[src/rtl/instr_enc.sv]
// Op-word to 4-bit opcode encoder feeding a small FIFO; illegal words are dropped and counted.
// Optional INSTR_ENC_PARITY_EN stores a parity bit per entry and exposes opcode_par.
module instr_enc #(
    parameter int DEPTH = 4
) (
    input  logic                    clk,
    input  logic                    reset,
    input  logic                    enable,
    input  logic                    in_valid,
    output logic                    in_ready,
    input  logic [15:0]             op_word,
    output logic                    out_valid,
    input  logic                    out_ready,
    output logic [3:0]              opcode,
    output logic                    illegal,
    output logic [7:0]              illegal_cnt,
    output logic [$clog2(DEPTH):0]  level
`ifdef INSTR_ENC_PARITY_EN
    ,
    output logic                    opcode_par
`endif
);

    localparam int AW = $clog2(DEPTH);
    localparam int LW = AW + 1;
`ifdef INSTR_ENC_PARITY_EN
    localparam int EW = 5;
`else
    localparam int EW = 4;
`endif

    logic [EW-1:0] mem [DEPTH];
    logic [EW-1:0] din;
    logic [EW-1:0] hd;
    logic [AW-1:0] head;
    logic [AW-1:0] tail;
    logic          legal;
    logic          acc;
    logic          push;
    logic          drop;
    logic          pop;
    logic          full;

    assign full      = (level == LW'(DEPTH));
    assign in_ready  = !reset && enable && !full;
    assign out_valid = (level != '0);
    assign legal     = (op_word[15:4] == 12'd0);
    assign acc       = in_valid && in_ready;
    assign push      = acc && legal;
    assign drop      = acc && !legal;
    assign pop       = out_valid && out_ready;
    assign hd        = mem[head];
    assign opcode    = out_valid ? hd[3:0] : 4'h0;

`ifdef INSTR_ENC_PARITY_EN
    assign din        = {^op_word[3:0], op_word[3:0]};
    assign opcode_par = out_valid ? hd[4] : 1'b0;
`else
    assign din        = op_word[3:0];
`endif

    // Storage needs no reset: out_valid masks stale entries.
    always_ff @(posedge clk) begin
        if (push) begin
            mem[tail] <= din;
        end
    end

    always_ff @(posedge clk) begin
        if (reset) begin
            head        <= '0;
            tail        <= '0;
            level       <= '0;
            illegal     <= 1'b0;
            illegal_cnt <= 8'd0;
        end else begin
            if (push) begin
                tail <= tail + AW'(1);
            end
            if (pop) begin
                head <= head + AW'(1);
            end
            case ({push, pop})
                2'b10:   level <= level + LW'(1);
                2'b01:   level <= level - LW'(1);
                default: level <= level;
            endcase
            illegal <= drop;
            if (drop && illegal_cnt != 8'hFF) begin
                illegal_cnt <= illegal_cnt + 8'd1;
            end
        end
    end

endmodule

[config.mk]
export PLATFORM = sky130hd
export DESIGN_NAME = instr_enc
export DESIGN_NICKNAME = d
export VERILOG_FILES = /design/src/rtl/instr_enc.sv
export SDC_FILE = /design/constraint.sdc
export NUM_CORES = 1
export LEC_CHECK = 0
export BUFFER_PORTS_ARGS = -buffer_cell sky130_fd_sc_hd__buf_4
export CORE_ASPECT_RATIO = 1.75
export CORE_MARGIN = 10
export CORE_UTILIZATION = 29
export CTS_BUF_LIST = sky130_fd_sc_hd__clkbuf_4 sky130_fd_sc_hd__clkbuf_8
export CTS_CLUSTER_DIAMETER = 30
export CTS_CLUSTER_SIZE = 16
export DETAILED_ROUTE_END_ITERATION = 8
export PLACE_DENSITY_LB_ADDON = 0.05
export SLEW_MARGIN = 20
export SYNTH_ARGS = -nofsm -noshare
export SYNTH_HDL_FRONTEND = slang
export SYNTH_SLANG_ARGS = --single-unit
[constraint.sdc]
create_clock -name clk -period 3.3 [get_ports clk]
set_clock_uncertainty 0.1 [all_clocks]
set_input_delay 0.33 -clock clk [delete_from_list [all_inputs] [get_ports clk]]
set_output_delay 0.33 -clock clk [all_outputs]
set_load 0.03 [all_outputs]
==> reports/metrics.sh <==
CTS.HTREE.LEVELS=2
GRT_FIRST_PASS_WIRELENGTH_UM=6380
DETAILEDROUTE.FIRSTPASSITERATIONCOUNT=2
CTS_SETUP_BUFFERS=0
SEQPWRFRAC_PCT=55.4
INTPOWER_mW=0.630
NUMBER_OF_GLOBAL_ROUTE_VIAS_BEFORE_REPAIR=1320
POST-ROUTE-MIN-PERIOD_NS=2.65
ROUTED_WIRE_LENGTH_PER_INSTANCE_UM=16.5
YS_SEQ_ELEMENTS=34
DIE_Y_UM=117
AREA_DELTA_SYNTH_FINAL_PCT=27.2
LARGEST_VDD_SUPPLY_DROP_mV=0.194
NETLIST.TOP_CELL.BY_AREA='sky130_fd_sc_hd__edfxtp_1'
PORT-BUFFER-COUNT=38
WORSTPATHREQUIRED_NS=3.42
FRACTION_OF_LAYOUT_CELLS_WITH_A_SIZE_SUFFIX_ABOVE_1_PCT=31.8
HIGHEST_CLOCK_RATE_GHz=0.378
DIE_X_UM=75.6
SETUP_SLACK_AFTER_PLACEMENT_NS=0.652
SYNTH-SEQ-AREA-SHARE_PCT=53.6
WORST_PIN_SLEW_NS=0.446
OVERFLOW=0
CTS_MADE_BUFFERS=5
YOSYS.CELL_TYPES.COUNT=35
YS_WARN_COUNT=0
RELSLEWSLACK_PCT=70.2
SW_FRAC_OF_TOTAL_PCT=21.2
CRIT_FANOUT=10
FIN_AREA_UM2=1990
ROW_COUNT=35
SETUP_REPAIR_AFTER_GLOBAL_ROUTING_MISSED_ITS_MARGIN='no'
AVGVIACOUNTPERCELL=5.05
CORE_UM2=5260
HPWLAFTERDP_UM=3020
PLACE_INST=223
PLACE.GP.CONGESTION=0.807
IO_PINS=39
ROUTE.DETAILED.DRC=0
GRT_START_MAX_NET_PINS=22
GRT_OVERALL_USAGE_PCT=9.48
ROUTED-VIA-COUNT=1167
CLK_TRANSITION_REPORTED_PATHS_NS=0.07
START_UTIL_PCT=29.8
REPORT.FINAL.HOLD_VIOL_COUNT=0
SYN-NUM-NETS=163
CTS_HOLD_BUFFERS=0
CTS_TREE='built'
POST_SYNTHESIS_INSTANCE_TOTAL=135
POWER.SHARE.CLOCK_PCT=39.7
FIN_TOTAL_PWR_mW=0.800
POWER_DENSITY_nW_PER_UM2=401
UTILIZATION_PCT=38.0
CLK-INSERTION-DELAY-LATE_NS=0.28
TIMING_WORST_SETUP_PATH_TYPE='reg -> reg'
CP-END-KIND='register'
POST-ROUTE-PERIOD-UTIL_PCT=80.2
TIMING.CRITICAL_PATH.MAX_DELAY_FAMILY='simple AND/OR/NAND/NOR gates'
FINISH.CELL_COUNT_WITHOUT_FILLERS=231
SETUP-TNS-FINAL_NS=0
ARRIVAL_NS=2.77
WORSTHOLDPATHTYPE='in -> reg'
CRITICAL_PATH.CELL_CHAIN='nor3b_2 > or3_1 > nor2_1 > inv_1 > ha_1 > inv_1 > fa_1 > xor2_1 > or3_2 > a21oi_1'
N_ANTENNA_CELL=0
POST-ROUTE-WORST-SETUP-SLACK_NS=0.654
MAX-CLOCK-PATH-BUFFERS=2
POST-SYNTH-TOP-AREA-FRACTION_PCT=30.6
CTSRESIZECOUNT=0
CTS-ROOT-BUF='sky130_fd_sc_hd__clkbuf_8'
POWER_SWITCHING_mW=0.170
SETUP_VIOL_COUNT_FINAL=0
DETAIL-ROUTE-ANTENNA-NETS=0
DIE_AREA_UM2=8860
START_KIND='register'
FINAL-MAX-SLEW-VIOLATION-COUNT=0
POST_SYNTH_INSTANCE_AREA_UM2=1570
SYNTH_TOP_CELLS_BY_AREA='sky130_fd_sc_hd__edfxtp_1, sky130_fd_sc_hd__dfxtp_1, sky130_fd_sc_hd__mux4_2'
PLACEMENT.CELL_AREA_UM2=1900
MULTIINPUTGATEAREA_UM2=674
SLOWEST_DELAY_NS=0.40
NUMBER_OF_ANTENNA_VIOLATIONS_AT_THE_FIRST_CHECK_IN_GLOBAL_ROUTING=0
LAYOUT.NETS=203
SYNTH_AREA_PER_CELL_UM2=11.6
COMB_POWER_SHARE_PCT=4.9
DRT_ITER0_MARKERS=31
CP_NUM_BUF_INV=2
ROUTED_WIRELENGTH_UM=3810
RUN_STATUS='finished clean'
NUMBER_OF_MAX_CAP_VIOLATIONS=0
FILLERINSTANCES=553
CLKSINKCOUNT=34
CRIT_SLOWEST_CELL='sky130_fd_sc_hd__dfxtp_1'
LEAKAGEPOWER_nW=0.792
CRIT_TOP_CELL='sky130_fd_sc_hd__inv_1'
WHS_NS=0.151
FINAL-SEQ-AREA_UM2=841
worst register-to-register path, cell delays in order, from the launching register on:
cell and delay [ns]:
sky130_fd_sc_hd__dfxtp_1 0.40, sky130_fd_sc_hd__nor3b_2 0.28, sky130_fd_sc_hd__or3_1 0.34, sky130_fd_sc_hd__nor2_1 0.09, sky130_fd_sc_hd__inv_1 0.06, sky130_fd_sc_hd__ha_1 0.18, sky130_fd_sc_hd__inv_1 0.06, sky130_fd_sc_hd__fa_1 0.38
sky130_fd_sc_hd__xor2_1 0.16, sky130_fd_sc_hd__or3_2 0.40, sky130_fd_sc_hd__a21oi_1 0.14
path summary, 6_finish.rpt:
kind | from | to | slack (ns) | cells after the start
setup / recovery | level[2] | level[2] | 0.65 | 10
hold / removal | op_word[2] | mem[0][2] | 0.15 | 1
setup reg to reg | level[2] | level[2] | 0.65 | 10
hold reg to reg | illegal_cnt[2] | illegal_cnt[2] | 0.40 | 1
flip-flops by register name, summed over array words and instances (netlist names), named ones only:
signal,cells
head,2
mem,16
level,3
illegal,1
illegal_cnt,8
tail,2
cells in the final DEF, fill, tap and decap left out, types with 3 or more instances in the layout:
| cell type | netlist | routed |
|---|---|---|
| sky130_fd_sc_hd__dfxtp_1 | 18 | 18 |
| sky130_fd_sc_hd__and3_1 | 8 | 8 |
| sky130_fd_sc_hd__and2_1 | 7 | 7 |
| sky130_fd_sc_hd__clkbuf_8 | 0 | 6 |
| sky130_fd_sc_hd__mux4_2 | 4 | 4 |
| sky130_fd_sc_hd__ha_1 | 6 | 6 |
| sky130_fd_sc_hd__o21ai_0 | 3 | 3 |
| sky130_fd_sc_hd__nand4_1 | 4 | 4 |
| sky130_fd_sc_hd__edfxtp_1 | 16 | 16 |
| sky130_fd_sc_hd__buf_4 | 0 | 39 |
| sky130_fd_sc_hd__inv_1 | 6 | 6 |
| sky130_fd_sc_hd__nor2_1 | 10 | 10 |
| sky130_fd_sc_hd__nor4_1 | 5 | 5 |
| sky130_fd_sc_hd__nand3_1 | 5 | 5 |
| sky130_fd_sc_hd__xor2_1 | 3 | 3 |
| sky130_fd_sc_hd__nor2b_1 | 3 | 3 |
| sky130_fd_sc_hd__a21oi_1 | 6 | 6 |
cell usage after synthesis:
library cell               instances
sky130_fd_sc_hd__nor3b_1           1
sky130_fd_sc_hd__nor2_1           10
sky130_fd_sc_hd__mux2i_1           2
sky130_fd_sc_hd__and4_1            1
sky130_fd_sc_hd__fa_1              1
sky130_fd_sc_hd__nand3_1           5
sky130_fd_sc_hd__nor2b_1           3
sky130_fd_sc_hd__mux2_2            2
sky130_fd_sc_hd__nor4_1            5
sky130_fd_sc_hd__xnor2_1           1
sky130_fd_sc_hd__nor3b_2           1
sky130_fd_sc_hd__mux4_2            4
sky130_fd_sc_hd__or3_2             2
sky130_fd_sc_hd__inv_1             6
sky130_fd_sc_hd__nor3_1            1
sky130_fd_sc_hd__a311oi_1          1
sky130_fd_sc_hd__dfxtp_1          18
sky130_fd_sc_hd__or4_1             1
sky130_fd_sc_hd__nor4b_1           1
sky130_fd_sc_hd__o21ai_0           3
sky130_fd_sc_hd__a21oi_1           6
sky130_fd_sc_hd__xor2_1            3
sky130_fd_sc_hd__ha_1              6
sky130_fd_sc_hd__or3_1             1
sky130_fd_sc_hd__clkbuf_1          5
sky130_fd_sc_hd__a31oi_1           2
sky130_fd_sc_hd__and3_1            8
sky130_fd_sc_hd__o31ai_1           2
sky130_fd_sc_hd__and2_1            7
sky130_fd_sc_hd__nand2b_1          2
sky130_fd_sc_hd__a211oi_1          1
sky130_fd_sc_hd__buf_6             1
sky130_fd_sc_hd__nand4_1           4
sky130_fd_sc_hd__edfxtp_1         16
sky130_fd_sc_hd__nand2_1           2
cell type report:
type                       instances  area share (%)
multi-input combinational         89            33.8
clock buffer                       6            4.14
sequential                        34            42.2
tap                               55            3.45
clock inverter                     2           0.627
timing repair buffer              39            14.7
inverter                           6            1.13
power groups by stage:
| stage | clock network (mW) | logic [mW] | registers (mW) |
|---|---|---|---|
| 2_1_floorplan | 0 | 0.0118 | 0.455 |
| 3_3_place_gp | 0 | 0.0387 | 0.452 |
| 3_5_place_dp | 0 | 0.0399 | 0.452 |
| 4_1_cts | 0.331 | 0.0400 | 0.443 |
| 5_1_grt | 0.347 | 0.0437 | 0.443 |
| 6_report | 0.318 | 0.0394 | 0.443 |
logic make-up after synthesis:
logic type / share of synthesized area [%]
fa+ha+maj: 6.07
mux: 8.46
buf+inv: 3.35
xor+xnor: 2.24
simple gates: 20.6
compound gates: 5.67
flops: 53.6
metal layers:
| metal | GRT usage (%) | vias to the layer above | part of all wire [%] |
|---|---|---|---|
| li1 | - | 574 | - |
| met1 | 8.81 | 562 | 36 |
| met2 | 17.8 | 29 | 57 |
| met3 | 3.46 | 2 | 6.1 |
| met4 | 3.74 | 0 | 0.89 |
| met5 | 0 | - | 0 |
No activity file was read; power rests on OpenSTA's default activity.
